===== src/rtl/wb_mem_stage.sv =====
// Writeback/memory stage: issues data-memory loads/stores over a req/gnt/rvalid bus,
// formats load/store data and drives the register-file write port.
module wb_mem_stage #(
    parameter int unsigned TIMEOUT_CYCLES = 255
) (
    input  logic        clk,
    input  logic        reset,
    input  logic [4:0]  A3_W,
    input  logic [31:0] RD2_W,
    input  logic [31:0] ALUResultW,
    input  logic [31:0] PCNextW,
    input  logic        RegWriteW,
    input  logic        MemReadW,
    input  logic        MemWriteW,
    input  logic [1:0]  ResultSrcW,
    input  logic [2:0]  Funct3W,
    output logic        dmem_req,
    output logic        dmem_we,
    output logic [31:0] dmem_addr,
    output logic [3:0]  dmem_be,
    output logic [31:0] dmem_wdata,
    input  logic        dmem_gnt,
    input  logic        dmem_rvalid,
    input  logic [31:0] dmem_rdata,
    output logic        rf_we,
    output logic [4:0]  rf_a3,
    output logic [31:0] rf_wd,
    output logic        StallW,
    output logic        misalign_exc,
    output logic        bus_err
);

    localparam logic [15:0] TMO = 16'(TIMEOUT_CYCLES);

    typedef enum logic [1:0] {
        IDLE,
        ADDR,
        DATA
    } state_t;

    state_t      state;
    logic [15:0] tmo_cnt;

    logic        is_mem;
    logic        misaligned;
    logic        start;
    logic        timeout;
    logic        a3_nz;
    logic [1:0]  lane;
    logic [1:0]  size;
    logic [31:0] shifted;
    logic [31:0] load_ext;
    logic [31:0] wb_data;

    assign is_mem  = MemReadW | MemWriteW;
    assign lane    = ALUResultW[1:0];
    assign size    = Funct3W[1:0];
    assign a3_nz   = (A3_W != 5'd0);
    assign rf_a3   = A3_W;
    assign timeout = (state != IDLE) && (tmo_cnt == TMO);

    // Half needs even address, word (and reserved size 11) needs word alignment.
    assign misaligned = is_mem &
                        (((size == 2'b01) & lane[0]) | (size[1] & (lane != 2'b00)));
    assign start      = is_mem & ~misaligned;

    assign dmem_we   = MemWriteW;
    assign dmem_addr = {ALUResultW[31:2], 2'b00};

    always_comb begin
        dmem_be    = 4'b1111;
        dmem_wdata = RD2_W;
        case (size)
            2'b00: begin
                dmem_be    = 4'b0001 << lane;
                dmem_wdata = {4{RD2_W[7:0]}};
            end
            2'b01: begin
                dmem_be    = lane[1] ? 4'b1100 : 4'b0011;
                dmem_wdata = {2{RD2_W[15:0]}};
            end
            default: begin
                dmem_be    = 4'b1111;
                dmem_wdata = RD2_W;
            end
        endcase
    end

    assign shifted = dmem_rdata >> {lane, 3'b000};

    always_comb begin
        load_ext = dmem_rdata;
        case (Funct3W)
            3'b000:  load_ext = {{24{shifted[7]}}, shifted[7:0]};
            3'b001:  load_ext = {{16{shifted[15]}}, shifted[15:0]};
            3'b100:  load_ext = {24'd0, shifted[7:0]};
            3'b101:  load_ext = {16'd0, shifted[15:0]};
            default: load_ext = dmem_rdata;
        endcase
    end

    always_comb begin
        wb_data = '0;
        case (ResultSrcW)
            2'b00:   wb_data = ALUResultW;
            2'b01:   wb_data = load_ext;
            2'b10:   wb_data = PCNextW;
            default: wb_data = '0;
        endcase
    end

    // Outputs decode state and live W-stage inputs so a non-memory write and the
    // first stall cycle land in the same cycle the instruction arrives.
    always_comb begin
        dmem_req     = 1'b0;
        rf_we        = 1'b0;
        rf_wd        = wb_data;
        StallW       = 1'b0;
        misalign_exc = 1'b0;
        bus_err      = 1'b0;
        if (reset) begin
            case (state)
                IDLE: begin
                    if (!is_mem) begin
                        rf_we = RegWriteW & a3_nz & (ResultSrcW != 2'b11);
                    end else if (misaligned) begin
                        misalign_exc = 1'b1;
                    end else begin
                        StallW = 1'b1;
                    end
                end
                ADDR: begin
                    if (timeout) begin
                        bus_err = 1'b1;
                    end else begin
                        dmem_req = 1'b1;
                        StallW   = ~(MemWriteW & dmem_gnt);
                    end
                end
                DATA: begin
                    if (timeout) begin
                        bus_err = 1'b1;
                    end else if (dmem_rvalid) begin
                        rf_we = RegWriteW & a3_nz;
                        rf_wd = load_ext;
                    end else begin
                        StallW = 1'b1;
                    end
                end
                default: begin
                    StallW = 1'b0;
                end
            endcase
        end
    end

    always_ff @(posedge clk) begin
        if (!reset) begin
            state   <= IDLE;
            tmo_cnt <= '0;
        end else begin
            case (state)
                IDLE: begin
                    if (start) begin
                        state   <= ADDR;
                        tmo_cnt <= '0;
                    end
                end
                ADDR: begin
                    if (timeout) begin
                        state <= IDLE;
                    end else begin
                        tmo_cnt <= tmo_cnt + 16'd1;
                        if (dmem_gnt) begin
                            state <= MemWriteW ? IDLE : DATA;
                        end
                    end
                end
                DATA: begin
                    if (timeout) begin
                        state <= IDLE;
                    end else begin
                        tmo_cnt <= tmo_cnt + 16'd1;
                        if (dmem_rvalid) begin
                            state <= IDLE;
                        end
                    end
                end
                default: begin
                    state <= IDLE;
                end
            endcase
        end
    end

endmodule

===== config.mk =====
export PLATFORM = sky130hd
export DESIGN_NAME = wb_mem_stage
export DESIGN_NICKNAME = d
export VERILOG_FILES = /design/src/rtl/wb_mem_stage.sv
export SDC_FILE = /design/constraint.sdc
export NUM_CORES = 1
export LEC_CHECK = 0
export ABC_AREA = 1
export CORE_AREA = 2 2 108 110
export DETAILED_ROUTE_END_ITERATION = 10
export DIE_AREA = 0 0 110 112
export PLACE_DENSITY_LB_ADDON = 0.15
export SETUP_SLACK_MARGIN = 0.5
export SYNTH_ARGS = -nofsm -noshare
export SYNTH_HDL_FRONTEND = slang
export SYNTH_SLANG_ARGS = --single-unit

===== constraint.sdc =====
create_clock -name clk -period 3.4 [get_ports clk]
set_clock_uncertainty 0.2 [all_clocks]
set_input_delay 0.68 -clock clk [delete_from_list [all_inputs] [get_ports clk]]
set_output_delay 0.68 -clock clk [all_outputs]
set_load 0.01 [all_outputs]

==> reports/qor.txt, run 1 <==
Setup-failing EPs final: 0
Post-Syn Area: 3800 µm²
Max Cap Violations: 0
Slowest cell on crit path: buf_6
total iterations of the first detailed-routing run: 5
worst endpoint data arrival time: 2.10 ns
Syn Area/Cell: 5.17 µm²
Fin Hold WS: 0.278 ns
Final period util: 87.8%
I/O Buffers: 253
multi-input logic area: 2740 µm²
Final Power: 1.48 mW
Root Driver: clkbuf_16
critical-path cell list: buf_6 > buf_8 > buf_6 > buf_12 > nor2_4 > nand2_2 > o211ai_4 > buf_6 > nand2_8 > buf_6 > o211ai_1 > nand2_1 > nand2_1 > buf_6
critical path required time: 2.52 ns
pwr/cell area: 209 nW/µm²
Via density: 4.81
grt ovf: 0
CP top delay family: buffers and inverters
vias in the first global route: 5307
Mapped Cells: 734
die area: 12300 µm²
peak per-stage delay on the critical path: 0.14 ns
global-route wire length before repair: 24700 µm
Tightest Hold Check Type: reg2reg
Max H-tree Level: 1
CTS buffer count: 3
Syn. warnings: 0
final wirelength: 15900 µm
Core Util, Final: 63.6%
Layout Nets: 1166
Clock Latency Late Sink: 0.25 ns
DRT iter0 DRCs: 227
Core Footprint: 11200 µm²
crit-path max FO: 8
Critical Path Start Type: input port
post-synthesis sequential area ratio: 9.49%
Die X: 110 µm
antenna-violating nets left: 0
Static Leak: 3.49 nW
fillers: 1106
Peak VDD IR: 223 µV
Post-DP HPWL: 12300 µm
Post-route DRC: 0
footprint of the flip-flops and latches: 365 µm²
CTS tree: built
Global Route Usage Sum: 24.5%
initial antenna violation count: 0
r2r startpoint: state[0]
FP Rows: 39
unrepaired setup endpoints after global routing: true
area delta synth->final: 87.1%
synthesized flop and latch total: 18
Fin. Hold Viols: 0
TritonCTS Sinks: 18
pin count of the biggest net entering global routing: 28
Distinct cells, synth: 37
Via Count: 5568
Critical R2R Capture: tmo_cnt[2]
Final Max Tran Viols: 0
Worst R2R Path Depth: 9
WP buf/inv: 7
outcome: finished clean
chip height: 112 µm
CP most frequent cell: buf_6
worst reg2reg setup slack: 1.34 ns
wire length per cell: 13.7 µm
Crit. End Element: output port
layout cells sized above 1: 20.9%
ant diodes: 0
Reg clk slew, reported paths: 0.05 ns
hold_sp: tmo_cnt[1]
WHS Path Cells: 2
GP Congestion: 0.923
Hold Buf Count CTS: 0
io pins: 256
Clock Path Buffers: 2
Crit Path Category: in2out
Final Critical Period: 2.98 ns
Initial Utilization: 34.0%
hold endpoint: tmo_cnt[1]
Achievable Freq: 335 MHz
==> power by group <==
group / leakage, nW / switching [mW] / internal (mW)
clock: 0.0370 / 0.0793 / 0.155
sequential: 0.147 / 0.00913 / 0.222
combinational: 3.30 / 0.488 / 0.527
total: 3.49 / 0.577 / 0.904
==> cells by family (layout without fill, tap and decap cells) <==
| group | count (synthesis) | after routing | synth area share [%] |
|---|---|---|---|
| AO/OA/AOI/OAI | 108 | 108 | 17.2 |
| adder cells (fa/ha/maj) | 5 | 5 | 1.65 |
| buffers and inverters | 169 | 447 | 23.0 |
| flip-flops | 18 | 18 | 9.49 |
| other | 1 | 2 | 0.0988 |
| AND/OR/NAND/NOR | 433 | 434 | 48.5 |
==> routing by layer <==
metal | vias to the layer above | track usage (%) | wire, µm
li1 | 2849 | - | -
met1 | 2481 | 30.7 | 6500
met5 | - | 0 | 0
met2 | 207 | 43.6 | 8010
met3 | 31 | 3.45 | 1060
met4 | 0 | 5.74 | 321
==> per-stage QoR <==
stage          setup TNS (ns)  setup slack [ns]  instances  instance area [µm²]
2_1_floorplan               0             0.798        735                 3800
3_3_place_gp            -6.55            -0.254       1116                 6530
3_5_place_dp            -6.73            -0.277       1116                 6530
4_1_cts                     0             0.420       1145                 6880
5_1_grt                     0             0.315       1157                 7100
6_report                    0             0.416       1157                 7100
==> layout make-up <==
cell class | count | share of cell area, %
timing repair buffer | 354 | 47.8
multi-input combinational | 549 | 38.5
sequential | 18 | 5.14
inverter | 90 | 4.93
tap | 143 | 2.52
clock buffer | 3 | 1.06
==> sequential cells by signal (all words and copies together), names as in the netlist <==
| register | flops |
|---|---|
| tmo_cnt | 16 |
| state | 2 |
==> synthesized netlist by cell type, drive strengths merged <==
cell type | number | share of area (%)
nand3 | 69 | 9.8
buf | 60 | 12
o211ai | 22 | 5.6
clkinv | 4 | 0.40
conb | 1 | 0.099
nand3b | 2 | 0.40
nand4 | 7 | 1.3
clkbuf | 19 | 2.0
or2 | 2 | 0.33
nor3b | 1 | 0.20
a21oi | 12 | 1.6
o21ai | 73 | 9.8
nor2 | 75 | 8.1
dfxtp | 18 | 9.5
ha | 5 | 1.6
nand2 | 268 | 27
nor3 | 9 | 1.2
o21bai | 1 | 0.20
inv | 86 | 8.6
==> placed cells by master, fill, tap and decap left out, types with 10 or more instances in the layout <==
cell	instances
buf_12	10
dfxtp_1	14
o21ai_1	12
clkdlybuf4s50_1	185
nand2_1	256
nor2_1	64
o211ai_1	14
a21oi_1	11
inv_1	70
nand3_1	61
dlygate4sd2_1	29
buf_2	22
buf_6	25
buf_4	69
inv_2	14
o21ai_0	55
==> worst min-delay path: cells and delay by family, from the launching register on <==
family          cells  cell delay (ns)
compound gates      1             0.06
flops               1             0.32
simple gates        1             0.06
==> how the worst max path moves through the flow <==
stage	startpoint	slack (ns)	endpoint	depth (start not counted)
2_1_floorplan	ResultSrcW[1]	0.80	rf_wd[11]	7
3_3_place_gp	ALUResultW[1]	-0.25	rf_wd[13]	11
3_5_place_dp	ALUResultW[1]	-0.28	rf_wd[11]	11
4_1_cts	ALUResultW[0]	0.42	rf_wd[23]	14
5_1_grt	ALUResultW[0]	0.31	rf_wd[10]	15
6_report	ALUResultW[0]	0.42	rf_wd[23]	14
==> repair_timing <==
action / in CTS / in global routing
gates resized for setup: 228 / 48
buffers inserted: 23 / 11
endpoints found under the setup margin: 65 / 39
pin swaps: 23 / 33
cloned: 3 / 1
Power figures use the tool's default switching activity.
==> inputs of run 2 (changes only) <==
Settings changed: CORE_AREA 2 2 108 110 to 2 2 89 133, DIE_AREA 0 0 110 112 to 0 0 91 135.
==> run 2 against run 1 <==
Net effect: clock power grew 12%; maximum frequency grew 2.4%; sequential share of layout area grew 0.096 points; via count shrank 0.95%; worst setup slack gained 0.069 ns; total power grew 0.82%; critical path depth shrank 3; non-clock buffer count shrank 19; first-iteration DRC count shrank 30%; design area shrank 1.8%; wire length grew 5.6%; combinational power is essentially flat; critical path type unchanged; largest power group unchanged.
==> reports/qor.txt, run 2 (synthesis results as in run 1) <==
Achievable Freq: 343 MHz
biggest regs: tmo_cnt: 16 flops, state: 2 flops
Comb power frac: 67.1%
chip height: 135 µm
Post-DP HPWL: 13300 µm
total iterations of the first detailed-routing run: 5
Crit Path Category: in2out
worst endpoint data arrival time: 2.03 ns
DRT iter0 DRCs: 159
Non-Filler Instances: 1144
CTS tree: built
CP most frequent cell: buf_6
outcome: finished clean
I/O Buffers: 253
Final Max Tran Viols: 0
fillers: 1109
Final period util: 85.7%
critical-path cell list: buf_6 > buf_6 > nor2_8 > inv_4 > o211ai_4 > nand2_8 > buf_6 > o211ai_1 > nand2_1 > nand2_1 > buf_2
critical path required time: 2.52 ns
P_sw: 576 µW
Post-route DRC: 0
Largest register FFs: 16
Hold Buf Count CTS: 0
Clock Path Buffers: 2
Setup-failing EPs final: 0
clock power share: 17.6%
met3 wire length: 1010 µm
Layout Nets: 1147
Die X: 91 µm
Max H-tree Level: 1
wire length per cell: 14.7 µm
routed length on met1: 5810 µm
Global Route Usage Sum: 25.9%
TritonCTS Sinks: 18
unrepaired setup endpoints after global routing: true
met2 wire len: 9410 µm
Reg clk slew, reported paths: 0.06 ns
vias in the first global route: 5362
Peak VDD IR: 187 µV
global-route wire length before repair: 26100 µm
most frequent cells in the layout: 249 x nand2_1, 183 x clkdlybuf4s50_1, 72 x inv_1
Max Cap Violations: 0
register share of total power: 15.3%
top layer in use: met4
Clock Latency Late Sink: 0.25 ns
Tightest Hold Check Type: reg2reg
Core Footprint: 11100 µm²
initial antenna violation count: 1
final wirelength: 16800 µm
Initial Utilization: 34.3%
FP Rows: 47
Slowest cell on crit path: o211ai_4
Crit. End Element: output port
Fin. Hold Viols: 0
grt ovf: 0
area delta synth->final: 83.7%
Via Count: 5515
Int Power: 917 µW
commonest non-fill, non-tap cell in the layout: nand2_1
pin count of the biggest net entering global routing: 28
switching fraction of total power: 38.6%
setup TNS: 0 ns
GP Congestion: 0.922
Root Driver: clkbuf_16
Static Leak: 3.45 nW
CTS buffer count: 3
crit-path max FO: 7
layout cells sized above 1: 19.7%
io pins: 256
placed cell count: 1111
pwr/cell area: 214 nW/µm²
peak per-stage delay on the critical path: 0.29 ns
Final Critical Period: 2.91 ns
die area: 12300 µm²
Top reg by flops: tmo_cnt
Critical Path Start Type: input port
Via density: 4.82
antenna-violating nets left: 0
run 2: timing repair:
| item | 4_1_cts | 5_1_grt |
|---|---|---|
| setup endpoints to repair | 65 | 48 |
| pin swaps | 20 | 14 |
| resized for setup | 211 | 55 |
| cloned | 5 | 1 |
| buffers inserted | 19 | 3 |
run 2: worst paths after layout:
path | startpoint | end | slack (ns) | depth (start not counted)
max reg2reg | state[0] | tmo_cnt[2] | 1.45 | 9
max | ALUResultW[1] | rf_wd[31] | 0.49 | 11
min | tmo_cnt[1] | tmo_cnt[1] | 0.27 | 2
min reg2reg | tmo_cnt[1] | tmo_cnt[1] | 0.27 | 2
run 2: final cells by class:
class | instances | area [µm²] | area share, %
clock buffer | 4 | 88.8 | 1.27
timing repair buffer | 335 | 3270 | 46.9
multi-input combinational | 549 | 2710 | 38.9
antenna | 1 | 2.50 | 0.0359
inverter | 90 | 348 | 4.99
tap | 147 | 184 | 2.64
sequential | 18 | 365 | 5.24
run 2: layer usage:
| metal | GRT usage [%] | up-vias |
|---|---|---|
| met2 | 53.3 | 210 |
| met3 | 4.07 | 38 |
| met1 | 25.8 | 2451 |
| li1 | - | 2816 |
| met4 | 8.08 | 0 |
| met5 | 0 | - |
run 2: worst max-delay path: cells and delay by family:
family / cells / cell delay [ns]
AO/OA/AOI/OAI: 2 / 0.39
buffers and inverters: 5 / 0.58
AND/OR/NAND/NOR: 4 / 0.39
run 2: through the flow:
stage / utilization, % / cell area, µm² / hold WS, ns / power, mW / setup WS (ns)
finish: 63.1 / 6970 / 0.273 / 1.49 / 0.485
floorplan: - / 3800 / 0.261 / 0.688 / 0.798
global route: 63.1 / 6970 / 0.319 / 1.59 / 0.432
CTS: 62.0 / 6850 / 0.275 / 1.46 / 0.501
detailed placement: 58.5 / 6470 / 0.280 / 1.17 / -0.282
global placement: 58.5 / 6470 / 0.275 / 1.17 / -0.301
run 2: power by group through the flow:
stage	logic, mW	clock network [mW]	registers [mW]
after floorplan	0.457	0	0.231
after detailed placement	0.940	0	0.233
after global placement	0.942	0	0.233
after CTS	0.963	0.266	0.228
after global routing	1.09	0.274	0.230
final	1.00	0.263	0.228
